===== src/rtl/mlp_stream_sequencer.sv =====
// mlp_stream_sequencer: reads one image plus all MLP layer parameters from a
// synchronous-read memory and streams them over AXI4-Stream in core order:
// image, {W1 row, B1} per hidden neuron, {W2 row, B2} per output neuron.
module mlp_stream_sequencer #(
    parameter int IMG_LEN  = 784,
    parameter int HID      = 30,
    parameter int OUT      = 10,
    parameter int WORD_W   = 18,
    parameter int TDATA_W  = 32,
    parameter int ADDR_W   = 18,
    parameter int IMG_BASE = 0,
    parameter int W1_BASE  = 78400,
    parameter int B1_BASE  = 101920,
    parameter int W2_BASE  = 101950,
    parameter int B2_BASE  = 102250
) (
    input  logic                   m00_axis_aclk,
    input  logic                   m00_axis_aresetn,
    input  logic                   start,
    input  logic [15:0]            image_idx,
    output logic                   busy,
    output logic                   done,
    output logic                   mem_en,
    output logic [ADDR_W-1:0]      mem_addr,
    input  logic [WORD_W-1:0]      mem_rdata,
    output logic                   m00_axis_tvalid,
    input  logic                   m00_axis_tready,
    output logic [TDATA_W-1:0]     m00_axis_tdata,
    output logic [TDATA_W/8-1:0]   m00_axis_tstrb,
    output logic                   m00_axis_tlast
);
    localparam int ELEM_W = $clog2(IMG_LEN + 1);
    localparam int NEU_W  = $clog2(HID + OUT + 1);

    typedef enum logic [2:0] {S_IDLE, S_IMG, S_W1, S_B1, S_W2, S_B2, S_DRAIN} state_t;

    state_t                  state_q, state_d;
    logic [ELEM_W-1:0]       elem_q, elem_d;
    logic [NEU_W-1:0]        neuron_q, neuron_d;
    logic [15:0]             img_q, img_d;
    logic                    busy_q, busy_d, done_q, done_d;
    logic                    rd_vld_q, rd_last_q, rd_last_d;
    logic [1:0][WORD_W-1:0]  fifo_data_q, fifo_data_d;
    logic [1:0]              fifo_last_q, fifo_last_d;
    logic                    wr_ptr_q, wr_ptr_d, rd_ptr_q, rd_ptr_d;
    logic [1:0]              cnt_q, cnt_d;

    logic       pop, push, head_last, in_rd, last_rd, mem_en_c;
    logic [2:0] occ_after;

    assign pop       = (cnt_q != 2'd0) && m00_axis_tready;
    assign push      = rd_vld_q;
    assign head_last = fifo_last_q[rd_ptr_q];
    assign in_rd     = (state_q == S_IMG) || (state_q == S_W1) || (state_q == S_B1) ||
                       (state_q == S_W2)  || (state_q == S_B2);
    // Slots committed after this edge, not counting a read issued this cycle.
    assign occ_after = {1'b0, cnt_q} + {2'b0, push} - {2'b0, pop};
    assign mem_en_c  = in_rd && (occ_after < 3'd2);

    assign mem_en          = mem_en_c;
    assign busy            = busy_q;
    assign done            = done_q;
    assign m00_axis_tvalid = (cnt_q != 2'd0);
    assign m00_axis_tlast  = m00_axis_tvalid && head_last;
    assign m00_axis_tstrb  = m00_axis_tvalid ? '1 : '0;

    // Read address for the current state/counters; zero outside the read states.
    always_comb begin
        mem_addr = '0;
        case (state_q)
            S_IMG:   mem_addr = ADDR_W'(IMG_BASE + int'(img_q) * IMG_LEN + int'(elem_q));
            S_W1:    mem_addr = ADDR_W'(W1_BASE + int'(neuron_q) * IMG_LEN + int'(elem_q));
            S_B1:    mem_addr = ADDR_W'(B1_BASE + int'(neuron_q));
            S_W2:    mem_addr = ADDR_W'(W2_BASE + int'(neuron_q) * HID + int'(elem_q));
            S_B2:    mem_addr = ADDR_W'(B2_BASE + int'(neuron_q));
            default: mem_addr = '0;
        endcase
    end

    // Zero-extend the FIFO head onto the stream bus.
    always_comb begin
        m00_axis_tdata = '0;
        m00_axis_tdata[WORD_W-1:0] = fifo_data_q[rd_ptr_q];
    end

    // Sequencing FSM: counters only move on cycles that actually issue a read.
    always_comb begin
        state_d  = state_q;
        elem_d   = elem_q;
        neuron_d = neuron_q;
        img_d    = img_q;
        busy_d   = busy_q;
        done_d   = 1'b0;
        case (state_q)
            S_IMG, S_W1: last_rd = (elem_q == ELEM_W'(IMG_LEN - 1));
            S_W2:        last_rd = (elem_q == ELEM_W'(HID - 1));
            S_B1, S_B2:  last_rd = 1'b1;
            default:     last_rd = 1'b0;
        endcase
        if (mem_en_c) elem_d = last_rd ? '0 : elem_q + ELEM_W'(1);
        rd_last_d = mem_en_c && (state_q == S_B2) && (neuron_q == NEU_W'(OUT - 1));
        case (state_q)
            S_IDLE: if (start) begin
                state_d  = S_IMG;
                img_d    = image_idx;
                elem_d   = '0;
                neuron_d = '0;
                busy_d   = 1'b1;
            end
            S_IMG: if (mem_en_c && last_rd) begin
                state_d  = S_W1;
                neuron_d = '0;
            end
            S_W1: if (mem_en_c && last_rd) state_d = S_B1;
            S_B1: if (mem_en_c) begin
                if (neuron_q == NEU_W'(HID - 1)) begin
                    state_d  = S_W2;
                    neuron_d = '0;
                end else begin
                    state_d  = S_W1;
                    neuron_d = neuron_q + NEU_W'(1);
                end
            end
            S_W2: if (mem_en_c && last_rd) state_d = S_B2;
            S_B2: if (mem_en_c) begin
                if (neuron_q == NEU_W'(OUT - 1)) begin
                    state_d = S_DRAIN;
                end else begin
                    state_d  = S_W2;
                    neuron_d = neuron_q + NEU_W'(1);
                end
            end
            // Stay in DRAIN through the done cycle so a start there is ignored.
            S_DRAIN: begin
                if (done_q) begin
                    state_d = S_IDLE;
                end else if (pop && head_last) begin
                    done_d = 1'b1;
                    busy_d = 1'b0;
                end
            end
            default: state_d = S_IDLE;
        endcase
    end

    // Two-entry skid FIFO fed by the read returning this cycle.
    always_comb begin
        fifo_data_d = fifo_data_q;
        fifo_last_d = fifo_last_q;
        wr_ptr_d    = wr_ptr_q;
        rd_ptr_d    = rd_ptr_q;
        if (push) begin
            fifo_data_d[wr_ptr_q] = mem_rdata;
            fifo_last_d[wr_ptr_q] = rd_last_q;
            wr_ptr_d              = ~wr_ptr_q;
        end
        if (pop) rd_ptr_d = ~rd_ptr_q;
        cnt_d = cnt_q + {1'b0, push} - {1'b0, pop};
    end

    // State registers; reset aborts any frame in progress.
    always_ff @(posedge m00_axis_aclk or negedge m00_axis_aresetn) begin
        if (!m00_axis_aresetn) begin
            state_q     <= S_IDLE;
            elem_q      <= '0;
            neuron_q    <= '0;
            img_q       <= '0;
            busy_q      <= 1'b0;
            done_q      <= 1'b0;
            rd_vld_q    <= 1'b0;
            rd_last_q   <= 1'b0;
            fifo_data_q <= '0;
            fifo_last_q <= '0;
            wr_ptr_q    <= 1'b0;
            rd_ptr_q    <= 1'b0;
            cnt_q       <= '0;
        end else begin
            state_q     <= state_d;
            elem_q      <= elem_d;
            neuron_q    <= neuron_d;
            img_q       <= img_d;
            busy_q      <= busy_d;
            done_q      <= done_d;
            rd_vld_q    <= mem_en_c;
            rd_last_q   <= rd_last_d;
            fifo_data_q <= fifo_data_d;
            fifo_last_q <= fifo_last_d;
            wr_ptr_q    <= wr_ptr_d;
            rd_ptr_q    <= rd_ptr_d;
            cnt_q       <= cnt_d;
        end
    end
endmodule


===== config.mk =====
export PLATFORM = sky130hd
export DESIGN_NAME = mlp_stream_sequencer
export DESIGN_NICKNAME = d
export VERILOG_FILES = /design/src/rtl/mlp_stream_sequencer.sv
export SDC_FILE = /design/constraint.sdc
export NUM_CORES = 1
export LEC_CHECK = 0
export ABC_CLOCK_PERIOD_IN_PS = 7000
export BUFFER_PORTS_ARGS = -buffer_cell sky130_fd_sc_hd__clkbuf_2
export CAP_MARGIN = 20
export CORE_ASPECT_RATIO = 1.75
export CORE_MARGIN = 2
export CORE_UTILIZATION = 30
export DETAILED_ROUTE_END_ITERATION = 16
export PLACE_DENSITY = 0.47
export SYNTH_ARGS = -nofsm -noshare
export SYNTH_HDL_FRONTEND = slang
export SYNTH_SLANG_ARGS = --single-unit

===== constraint.sdc =====
create_clock -name m00_axis_aclk -period 7 [get_ports m00_axis_aclk]
set_input_delay 0.35 -clock m00_axis_aclk [delete_from_list [all_inputs] [get_ports m00_axis_aclk]]
set_output_delay 0.35 -clock m00_axis_aclk [all_outputs]
set_load 0.005 [all_outputs]

After elaboration in Yosys (flattened, before gate mapping) --
Index checks and enable logic that the tools add are counted.
Cells by class: add/sub/neg operators 13, multiply operators 3, div/mod/pow operators 0, order comparisons 4, equality and inequality tests 20, shift operators 0, mux-type cells 41, bitwise gates (word level) 2, reductions and logical operators 22
Operators by type and width (number):
- one-hot mux 18 bit (5 select lines) | 1
- adder 18 x 10 -> 18 bit | 3
- 2-to-1 mux 18 bit | 3
- 2-to-1 mux 10 bit | 4
- adder 17 x 6 -> 18 bit (first input constant) | 2
- bitwise mux 36 bit | 1
- 2-to-1 mux 6 bit | 6
- 2-to-1 mux 3 bit | 8
- one-hot mux 6 bit (4 select lines) | 1
- one-hot mux 3 bit (7 select lines) | 1
- adder 17 x 11 -> 18 bit (first input constant) | 1
- adder 17 x 16 -> 18 bit (first input constant) | 1
- demux 18 bit (select 1 bit) | 1
- multiplier 16 x 6 -> 14 bit (second input constant) | 1
- != test 2 bit (second input constant) | 7
- multiplier 6 x 6 -> 12 bit (second input constant) | 1
- adder 10 x 1 -> 10 bit (second input constant) | 1
- equality test 10 bit (second input constant) | 1
- equality test 10 x 5 -> 1 bit (second input constant) | 1
- multiplier 6 x 4 -> 10 bit (second input constant) | 1
- equality test 3 bit (second input constant) | 3
- 2-to-1 mux 1 bit | 9
- logical AND 1 bit | 8
- AND reduction 7 bit | 1
- 28 further kinds | 38
Storage, ports and cells: bits in registers 81, bits in latches 0, memory bits (writable) 0, bits in read-only memories 0, input port bits 38, output and inout port bits 59, word-level logic and storage cells 119, memories kept 0

Logic depth before layout (Yosys ltp) --
Gate-level depths: netlist of the first run.
depth after elaboration 9, depth in mapped cells 19, depth with buffers taken out 19

Least setup slack after synthesis of the first run --
No wires, ideal clock.
kind register to output, start register neuron_q[3], end output port mem_addr[10], arrival 4.136 ns, path slack 2.514 ns, stages on the path, launching flop included 20, path buffers 0, path through dfrtp_1 inv_1 fa_1 fa_1 inv_1 ha_1 inv_1 nor2_1 o21ai_0 nor2b_1 o21bai_1 a21oi_1 xor2_1 ha_1 inv_1 ha_1 a2111oi_0 or3_1 xor2_1 o22ai_1
Between the ends: longest elaborated chain between the ends 4, elaborated cells on any way between the ends 9
Ends and longest elaborated chain:
- from (decl) | line 39 | logic [NEU_W-1:0] neuron_q, neuron_d;
- from (signal assigned) | line 180 | neuron_q <= neuron_d;
- multiplier 6 x 4 -> 10 bit / multiplier 6 x 6 -> 12 bit (equally long branches) | line 74, 72
- adder 17 x 11 -> 18 bit / adder 17 x 16 -> 18 bit (equally long branches) | line 74, 72
- adder 18 x 10 -> 18 bit, on equally long branches | line 74, 72
- one-hot mux 18 bit (5 select lines) * | line 70 | case (state_q)
- to (decl) | line 24 | output logic [ADDR_W-1:0] mem_addr,
Every way passes the cells marked *; elsewhere a longest branch is shown, timed or not.

Final worst setup path of the first run --
Ends and elaborated chain as after synthesis.

==> flow_summary.toml, run 1 <==
[outcome]
run_status = "completed"

[power_and_ir_drop]
ir_worst_vdd_mv = 0.565
leakage_dissipation_nw = 4.11
power_mw = 3.94
power.density_cell_area_nw_per_um2 = 470

[global_routing]
grt_overflow_total = 0
antenna_violations_before_repair = 1
track_usage = 0.159
grt_first_pass_wirelength_um = 31300
first_global_vias = 5894
maximum_number_of_pins_on_one_net_before_global_route_repair = 59

[setup_path]
worst_path_most_repeated_cell = "inv_1"
timing.rr.start = "cnt_q[1]"
endpoint = "mem_addr[10]"
endpoint_type_of_the_worst_setup_path = "primary output"
timing.critical_path.fanout_max = 9
cp_num_cells = 20
critical_path.startpoint_type = "flip-flop"
timing.rr.end = "neuron_q[4]"
timing.critical_path.arrival_ns = 5.20
worst_r2r_path_depth = 16
path_buf_inv = 5
critical-path-slowest-cell = "dfrtp_1"
path_delay_family = "adder cells"
critical_path.cell_chain = "inv_1, fa_1, fa_1, inv_1, ha_1, inv_1, nor2_1, o21ai_0, nor2b_1, o21bai_1, a21oi_1, xor2_1, ha_1, inv_1, ha_1, a2111oi_0, or3_1, xor2_1, o22ai_1, clkbuf_2"
setup.worst_path.class = "flip-flop to primary output"
r2r_slack_ns = 3.26
cp_startpoint = "neuron_q[3]"
required_time_of_the_worst_setup_path_ns = 6.65
crit_path_max_incr_delay_ns = 0.61

[clock_network]
post_cts.repair.setup_buffers = 0
post_cts.resized_instances = 0
clk_path_buf_depth = 2
worst_skew_pair.late_latency_ns = 0.35
cts_max_level = 3
clock-sinks = 79
cts-root-buf = "clkbuf_16"
numCtsBuffers = 9
tritoncts = "yes"
post_cts_hold_buffer_count = 1
clk_pin_slew_worst_paths_ns = 0.07

[yosys]
synth.yosys.warnings = 0
total_standard_cell_area_after_synthesis_um2 = 7390
avgSynthCellArea_um2 = 9.39
synth_async_sr_flop_share = 1.00
synth_edf_count = 0
portion_of_the_post_synthesis_area_used_by_sequential_elements = 0.267
synth_top_cells_by_area = "dfrtp_1 27%, ha_1 18%, mux2_2 9.6%"
post-synth-top-area-fraction = 0.267
yosys_register_bits = 79
ys.flop_type = "dfrtp_1"
post_synth_num_cell_types = 63
synth_cells = 787
synthDominantAreaCellType = "dfrtp_1"

[floorplan]
io_pins = 97
floorplan.initialDensity = 0.302
total_core_area_um2 = 24400
die_x_um = 123
row_count = 76
die-area_um2 = 26000
die_h_um = 212

[route]
drtIter0Drc = 245
wl_um = 19400
detailedRoute.firstPassIterationCount = 4
avgRoutedWirePerCell_um = 16.5
detail_route.drc_violations = 0
detail-route-antenna-nets = 0
detailroute.via_count = 5665
vias_per_cell = 4.82

[sta]
final.setup.worst_slack_ns = 1.45
worstMarginPinSlew_ns = 0.963
totalNegativeSetupSlack_ns = 0
post-route-min-period_ns = 5.55
maxSlewViolCount = 0
rsz0062_at_grt = "no"
finalHoldViolCount = 0
setup_violations = 0
worst_slew_margin_rel = 0.358
clock-skew-final_ns = 0.00961
timing.final.crit_share = 0.793
highest_clock_rate_mhz = 180

[placed_design]
place_worst_setup_slack_ns = 1.75
portBuffers = 80
detailed_place_hpwl_um = 15500
dpl.cell_count = 1160
gpl.final_weighted_congestion = 0.895

[layout]
final_util = 0.343
area_delta_synth_final_pct = 13.5
finish.net_count = 1027
drive_above_1_share = 0.198
final_cells = 1176

[run]
max_cap_violations = 0

[worst_hold_path]
hold_path.class = "input port to flip-flop"
sequential cells by signal, indices dropped and copies added, names as in the netlist:
register,cells
neuron_q,6
rd_last_q,1
elem_q,10
wr_ptr_q,1
cnt_q,2
rd_ptr_q,1
push,1
fifo_last_q,2
state_q,3
fifo_data_q,36
done,1
busy,1
img_q,14
layout by cell type (no fill, tap or decap), types with 8 or more instances in the layout:
| master | count |
|---|---|
| nor3_1 | 12 |
| dfrtp_1 | 79 |
| o21ai_1 | 10 |
| and3_1 | 8 |
| o21ai_0 | 26 |
| a21o_1 | 9 |
| inv_1 | 103 |
| nor2_1 | 54 |
| nand3_1 | 12 |
| xor2_1 | 19 |
| clkbuf_16 | 9 |
| clkbuf_2 | 79 |
| mux2_2 | 63 |
| o22ai_1 | 9 |
| conb_1 | 14 |
| ha_1 | 107 |
| fa_1 | 22 |
| o211ai_1 | 8 |
| nand2_1 | 41 |
| nor2b_1 | 9 |
| a21oi_1 | 35 |
| xnor2_1 | 43 |
synth_stat cells (3+ instances only):
library cell	n
mux2_2	63
xnor2_1	43
mux2i_1	6
fa_1	22
dfrtp_1	79
clkbuf_1	15
o21ai_1	10
o22ai_1	9
o211ai_1	8
a21oi_1	35
and3_1	8
nand3_1	12
o21bai_1	6
nand2_1	41
o21a_1	4
nor2b_1	9
a21o_1	9
nand2b_1	4
o31ai_1	6
a22oi_1	4
buf_4	19
or3_1	4
xor2_1	19
ha_1	107
nand4_1	3
nor4_1	3
o21ai_0	26
inv_1	103
a211oi_1	3
nor2_1	55
nor3_1	12
how the worst min path moves through the flow:
stage                     cells after the start  slack, ns        end        startpoint
after floorplan                               0       0.05       busy  m00_axis_aresetn
after global placement                        1       0.26  img_q[13]  m00_axis_aresetn
after detailed placement                      1       0.26  img_q[13]  m00_axis_aresetn
after CTS                                     3       0.18  img_q[12]     image_idx[12]
after global routing                          3       0.21   img_q[8]      image_idx[8]
final                                         3       0.21  img_q[12]     image_idx[12]
stage by stage:
| step | instance area [µm²] | hold slack [ns] |
|---|---|---|
| after CTS | 8390 | 0.182 |
| after detailed placement | 8060 | 0.263 |
| after global placement | 8060 | 0.261 |
| after floorplan | 7440 | 0.0544 |
| final | 8390 | 0.208 |
| after global routing | 8390 | 0.210 |
cell families after synthesis:
group,Yosys count,share of synthesized area
AND/OR/NAND/NOR,160,0.101
AO/OA/AOI/OAI,147,0.132
buffers and inverters,140,0.0809
adder cells (fa/ha/maj),129,0.241
flip-flops,79,0.267
multiplexers,69,0.104
XOR/XNOR,62,0.0735
other,1,0.000507
report_power, final:
group          switching, mW  internal (mW)  total, mW
Clock                  0.195          0.328      0.523
Combinational           1.41           1.22       2.63
Sequential             0.170          0.618      0.788
per-layer routing:
layer	vias up	wire, µm	track usage
li1	2812	-	-
met1	2727	7700	0.171
met2	102	10400	0.298
met3	24	626	0.0256
met4	0	625	0.0690
met5	-	0	0
area by class of cell:
type                            count  area (µm²)
Fill cell                        2555       16000
Multi-Input combinational cell    581        4870
Sequential cell                    79        1980
Timing Repair Buffer               85         443
Inverter                          104         390
Tap cell                          312         390
Clock buffer                       11         253
Clock inverter                      3        67.6
Antenna cell                        1        2.50
worst min-delay path, stage by stage:
cell and delay, ns:
clkbuf_2 0.08, nand2_1 0.04, o21ai_0 0.05
(Power assumes the default switching activity.)
==> inputs of run 2 (changes only) <==
- ABC_AREA: default -> 1
- ABC_CLOCK_PERIOD_IN_PS: 7000 -> 4500
- PLACE_DENSITY: 0.47 -> 0.48
- clock period: 7 -> 4.5 ns (I/O delays scaled with it)
==> flow_summary.toml, run 2 <==
[outcome]
run_status = "completed"

[yosys]
dominant_combinational_cell_family_by_area_after_synthesis = "simple AND/OR/NAND/NOR gates"
post_synth_most_frequent_cells = "312 x nand2_1, 168 x inv_1, 107 x ha_1"
post-synth-top-area-fraction = 0.254
avgSynthCellArea_um2 = 7.30
synth_cells = 1064
synthDominantAreaCellType = "dfrtp_1"
synth.area.mux_share = 0
synth_xor_xnor_area_share = 0.0259
total_standard_cell_area_after_synthesis_um2 = 7770
portion_of_the_post_synthesis_area_used_by_sequential_elements = 0.254
ys.flop_type = "dfrtp_1"
share_of_the_synthesized_area_in_compound_gates_ao_oa_aoi_oai = 0.109
synth.yosys.warnings = 0
yosys.area_share.adder = 0.229
synth_async_sr_flop_share = 1.00
yosysMostFrequentCell = "nand2_1"
synth_top_cells_by_area = "dfrtp_1 25%, ha_1 17%, nand2_1 15%"
synth_edf_count = 0
synth_simple_gate_area_frac = 0.265
yosys_register_bits = 79
post_synth_num_cell_types = 49

[power_and_ir_drop]
p_seq_frac = 0.189
leakage_dissipation_nw = 5.20
switching_share = 0.515
pwr-share-clk = 0.118
switching_power_mw = 3.33
power.density_cell_area_nw_per_um2 = 708
power_report.internal_total_mw = 3.13
ir_worst_vdd_mv = 0.263
power_frac_comb = 0.693
power_mw = 6.46

[route]
vias_per_cell = 4.65
detail_route.drc_violations = 0
detail-route-antenna-nets = 0
detailedRoute.firstPassIterationCount = 4
detailroute.via_count = 6906
drtIter0Drc = 340
avgRoutedWirePerCell_um = 14.3
wl_um = 21200

[setup_path]
critical-path-slowest-cell = "fa_1"
path_buf_inv = 4
timing.critical_path.arrival_ns = 4.24
worst_path_most_repeated_cell = "inv_2"
setup.worst_path.class = "flip-flop to primary output"
required_time_of_the_worst_setup_path_ns = 4.28
r2r_slack_ns = 1.00
timing.critical_path.fanout_max = 4
critical_path.cell_chain = "fa_1, fa_1, inv_2, fa_2, o21ai_2, nand2_1, nand2_1, a21oi_2, xor2_1, ha_1, inv_2, ha_4, nand2_2, inv_2, nand4_1, nand3_2, or2_4, nand3_2, nand4_1, buf_2"
path_delay_family = "adder cells"
critical_path.startpoint_type = "flip-flop"
endpoint_type_of_the_worst_setup_path = "primary output"
crit_path_max_incr_delay_ns = 0.55

[run]
max_cap_violations = 0

[clock_network]
cts-root-buf = "clkbuf_16"
worst_skew_pair.late_latency_ns = 0.34
clk_pin_slew_worst_paths_ns = 0.07
cts_max_level = 3
numCtsBuffers = 9
tritoncts = "yes"
clk_path_buf_depth = 2
clock-sinks = 79

[sta]
worstMarginPinSlew_ns = 0.747
rsz0062_at_grt = "yes"
maxSlewViolCount = 0
worst_hold_slack_ns = 0.0923
setup_violations = 0
highest_clock_rate_mhz = 224
final.setup.worst_slack_ns = 0.0379
post-route-min-period_ns = 4.46
clock-skew-final_ns = 0.0119
worst_slew_margin_rel = 0.502
finalHoldViolCount = 0
timing.final.crit_share = 0.992
totalNegativeSetupSlack_ns = 0

[layout]
antenna_cells_inserted = 0
largest_register_ffs = 36
drive_above_1_share = 0.168
area_delta_synth_final_pct = 17.6
layout_top_registers = "fifo_data_q x36, img_q x14, elem_q x10"
most-common-layout-cells = "306 x nand2_1, 162 x inv_1, 100 x ha_1"
layout.cells.most_common = "nand2_1"
max_flop_register = "fifo_data_q"
finish.net_count = 1326
final_util = 0.356

[placed_design]
place_worst_setup_slack_ns = 0.125
detailed_place_hpwl_um = 17400
gpl.final_weighted_congestion = 0.906
portBuffers = 80

[global_routing]
track_usage = 0.157
grt_first_pass_wirelength_um = 34500
grt_overflow_total = 0
antenna_violations_before_repair = 0
maximum_number_of_pins_on_one_net_before_global_route_repair = 80
globalRouteMet3Util = 0.0179
first_global_vias = 6841
global_route.peak_usage_layer = "met2"
grt_util_met1 = 0.172
grt_use_met2 = 0.310

[floorplan]
die_x_um = 126
floorplan.initialDensity = 0.303
io_pins = 97
die-area_um2 = 27200
row_count = 78
total_core_area_um2 = 25700
die_h_um = 217

[worst_hold_path]
hold_path.class = "input port to flip-flop"
[run 2: changes by cell type after synthesis, sizes merged, moves of 11 or more]
cell | before | now
mux2 | 63 | 0
a21oi | 35 | 46
xnor2 | 43 | 6
nor2 | 55 | 43
nand2 | 41 | 321
inv | 104 | 175
nand4 | 3 | 17
nand3 | 12 | 64
o21ai | 37 | 74
[run 2: area by class of cell]
type	count	area, µm²
clock inverter	7	85.1
clock buffer	9	225
tap	320	400
inverter	177	668
multi-input combinational	784	5110
sequential	79	1980
fill	2757	16500
timing repair buffer	108	663
[run 2: timing repair]
item / 4_1_cts / 5_1_grt
setup buffers: 1 / 1
gates cloned: 0 / 0
setup endpoints to repair: 5 / 6
pin swaps: 11 / 29
resized for setup: 19 / 23
hold endpoints to repair: 0 / 16
hold buffers: 0 / 1
[run 2: path summary, 6_finish.rpt]
check                                   to  cells past startpoint             start
setup / recovery              mem_addr[10]                     20       neuron_q[1]
hold reg to reg             fifo_data_q[9]                      2    fifo_data_q[9]
max in group asynchronous      neuron_q[1]                      3  m00_axis_aresetn
hold / removal                    img_q[0]                      3      image_idx[0]
setup reg to reg               neuron_q[2]                     15          cnt_q[1]
min in group asynchronous  fifo_data_q[22]                      2  m00_axis_aresetn
[run 2: layer usage]
layer | vias to the layer above | part of all wire | routed length, µm
li1 | 3572 | - | -
met1 | 3209 | 0.39 | 8350
met2 | 102 | 0.56 | 11900
met3 | 23 | 0.023 | 481
met4 | 0 | 0.024 | 513
met5 | - | 0 | 0
[run 2: metrics by stage]
| step | std cells | cell area (µm²) |
|---|---|---|
| after CTS | 1480 | 8980 |
| after detailed placement | 1463 | 8560 |
| after floorplan | 1077 | 7820 |
| final | 1484 | 9130 |
| after global routing | 1484 | 9130 |
| after global placement | 1463 | 8560 |
[run 2: worst register-to-register path, cell delays in order (launching register included)]
cell and delay, ns:
dfrtp_1 0.43, or2_2 0.35, nand2_1 0.13, inv_1 0.07, ha_1 0.28, inv_1 0.06
ha_1 0.13, inv_1 0.05, fa_1 0.50, nand3_1 0.30, nor2_8 0.30, nand2_4 0.12
a21boi_4 0.31, nand2_1 0.21, nand2_1 0.10, nand2_1 0.07
[run 2: cells by family (layout without fill, tap and decap cells)]
group / count (synthesis) / count (layout)
adder cells (fa/ha/maj): 129 / 129
AO/OA/AOI/OAI: 150 / 150
flip-flops: 79 / 79
AND/OR/NAND/NOR: 468 / 468
XOR/XNOR: 23 / 23
other: 1 / 14
buffers and inverters: 214 / 301
[run 2: power by group through the flow]
stage	combinational, mW	clock, mW	sequential [mW]
6_report	4.48	0.764	1.22
5_1_grt	5.19	0.821	1.27
4_1_cts	4.51	0.796	1.22
3_5_place_dp	4.46	0	1.24
3_3_place_gp	4.43	0	1.23
2_1_floorplan	3.31	0	1.14
==> inputs of run 3 (changes only) <==
- PLACE_DENSITY: 0.48 -> 0.49
==> flow_summary.toml, run 3 (synthesis gave the netlist of run 2 again) <==
[setup_path]
crit_path_max_incr_delay_ns = 0.55
timing.critical_path.fanout_max = 3
worst_r2r_path_depth = 15
critical-path-slowest-cell = "fa_1"
endpoint_type_of_the_worst_setup_path = "primary output"
setup.worst_path.class = "flip-flop to primary output"
timing.critical_path.arrival_ns = 4.25
critical_path.startpoint_type = "flip-flop"
required_time_of_the_worst_setup_path_ns = 4.28
critical_path.cell_chain = "fa_1, fa_1, inv_2, fa_2, o21ai_2, nand2_1, nand2_2, a21oi_2, xor2_1, ha_1, inv_2, ha_4, nand2_1, inv_2, nand4_1, nand3_2, or2_4, nand3_2, nand4_1, buf_2"
worst_path_most_repeated_cell = "inv_2"

[global_routing]
maximum_number_of_pins_on_one_net_before_global_route_repair = 80
first_global_vias = 6756
grt_overflow_total = 0
grt_first_pass_wirelength_um = 34300
track_usage = 0.157
antenna_violations_before_repair = 0

[route]
wl_um = 21200
detailedRoute.firstPassIterationCount = 4
vias_per_cell = 4.66
detail_route.drc_violations = 0
detail-route-antenna-nets = 0
drtIter0Drc = 340
avgRoutedWirePerCell_um = 14.3
detailroute.via_count = 6920

[floorplan]
row_count = 78
total_core_area_um2 = 25700
die_h_um = 217
floorplan.initialDensity = 0.303
die-area_um2 = 27200
die_x_um = 126
io_pins = 97

[sta]
finalHoldViolCount = 0
rsz0062_at_grt = "yes"
timing.final.crit_share = 0.994
worst_hold_slack_ns = 0.0855
worstMarginPinSlew_ns = 0.750
maxSlewViolCount = 0
setup_violations = 0
post-route-min-period_ns = 4.47
totalNegativeSetupSlack_ns = 0
worst_slew_margin_rel = 0.500
clock-skew-final_ns = 0.00734
highest_clock_rate_mhz = 224

[layout]
final_util = 0.357
antenna_cells_inserted = 0
largest_register_ffs = 36
most-common-layout-cells = "308 x nand2_1, 161 x inv_1, 97 x ha_1"
drive_above_1_share = 0.168
finish.net_count = 1326
layout.cells.most_common = "nand2_1"
max_flop_register = "fifo_data_q"
area_delta_synth_final_pct = 17.9
layout_top_registers = "fifo_data_q x36, img_q x14, elem_q x10"
final_cells = 1484

[clock_network]
clk_pin_slew_worst_paths_ns = 0.07
numCtsBuffers = 9
clk_path_buf_depth = 2
cts_max_level = 3
cts-root-buf = "clkbuf_16"
tritoncts = "yes"
worst_skew_pair.late_latency_ns = 0.35
clock-sinks = 79

[outcome]
run_status = "completed"

[power_and_ir_drop]
leakage_dissipation_nw = 5.20
power.density_cell_area_nw_per_um2 = 707
ir_worst_vdd_mv = 0.280

[placed_design]
dpl.cell_count = 1459
detailed_place_hpwl_um = 17200
gpl.final_weighted_congestion = 0.891
portBuffers = 80

[worst_hold_path]
min_path_cells = 3
hold_path.class = "input port to flip-flop"

[run]
max_cap_violations = 0
run 3: worst paths after layout:
| kind | slack [ns] | end | from |
|---|---|---|---|
| min in group asynchronous | 0.26 | fifo_data_q[5] | m00_axis_aresetn |
| min reg2reg | 0.48 | fifo_data_q[17] | fifo_data_q[17] |
| max | 0.03 | mem_addr[10] | neuron_q[2] |
| min | 0.09 | img_q[13] | image_idx[13] |
| max in group asynchronous | 3.65 | img_q[5] | m00_axis_aresetn |
| max reg2reg | 1.03 | neuron_q[1] | cnt_q[1] |
run 3: what timing repair did:
| item | CTS | global route |
|---|---|---|
| endpoints found under the hold margin | 0 | 9 |
| hold buffers | 0 | 1 |
| buffers inserted | 2 | 4 |
| endpoints found under the setup margin | 6 | 6 |
| pin swaps | 8 | 28 |
| resized for setup | 21 | 26 |
run 3: area by class of cell:
| class | instances | area, µm² |
|---|---|---|
| Clock buffer | 9 | 225 |
| Clock inverter | 7 | 86.3 |
| Fill cell | 2772 | 16500 |
| Inverter | 177 | 668 |
| Multi-Input combinational cell | 784 | 5150 |
| Sequential cell | 79 | 1980 |
| Tap cell | 320 | 400 |
| Timing Repair Buffer | 108 | 651 |
run 3: report_power, final:
part | switching (mW) | total, mW | leakage [nW] | internal, mW
Clock | 0.335 | 0.778 | 0.150 | 0.443
Sequential | 0.232 | 1.22 | 0.996 | 0.985
Combinational | 2.77 | 4.47 | 4.05 | 1.71
Total | 3.33 | 6.47 | 5.20 | 3.14
run 3: stage by stage:
step	worst slack [ns]	area (µm²)	total power, mW
2_1_floorplan	0.241	7820	4.45
3_3_place_gp	0.118	8530	5.64
3_5_place_dp	0.0823	8530	5.67
4_1_cts	0.0107	8970	6.52
5_1_grt	-0.189	9160	7.28
6_report	0.0262	9160	6.47
run 3: critical path, delay by kind of cell (launching register included):
family	cells	cell delay, ns
compound gates	2	0.23
simple gates	8	0.82
buf+inv	4	0.32
fa+ha+maj	5	1.96
flops	1	0.43
xor+xnor	1	0.14
run 3: per-layer routing:
metal	part of all wire	global-route usage	up-vias	wire (µm)
li1	-	-	3572	-
met1	0.39	0.174	3203	8280
met2	0.56	0.306	119	11900
met3	0.027	0.0170	26	571
met4	0.022	0.0507	0	465
met5	0	0	-	0
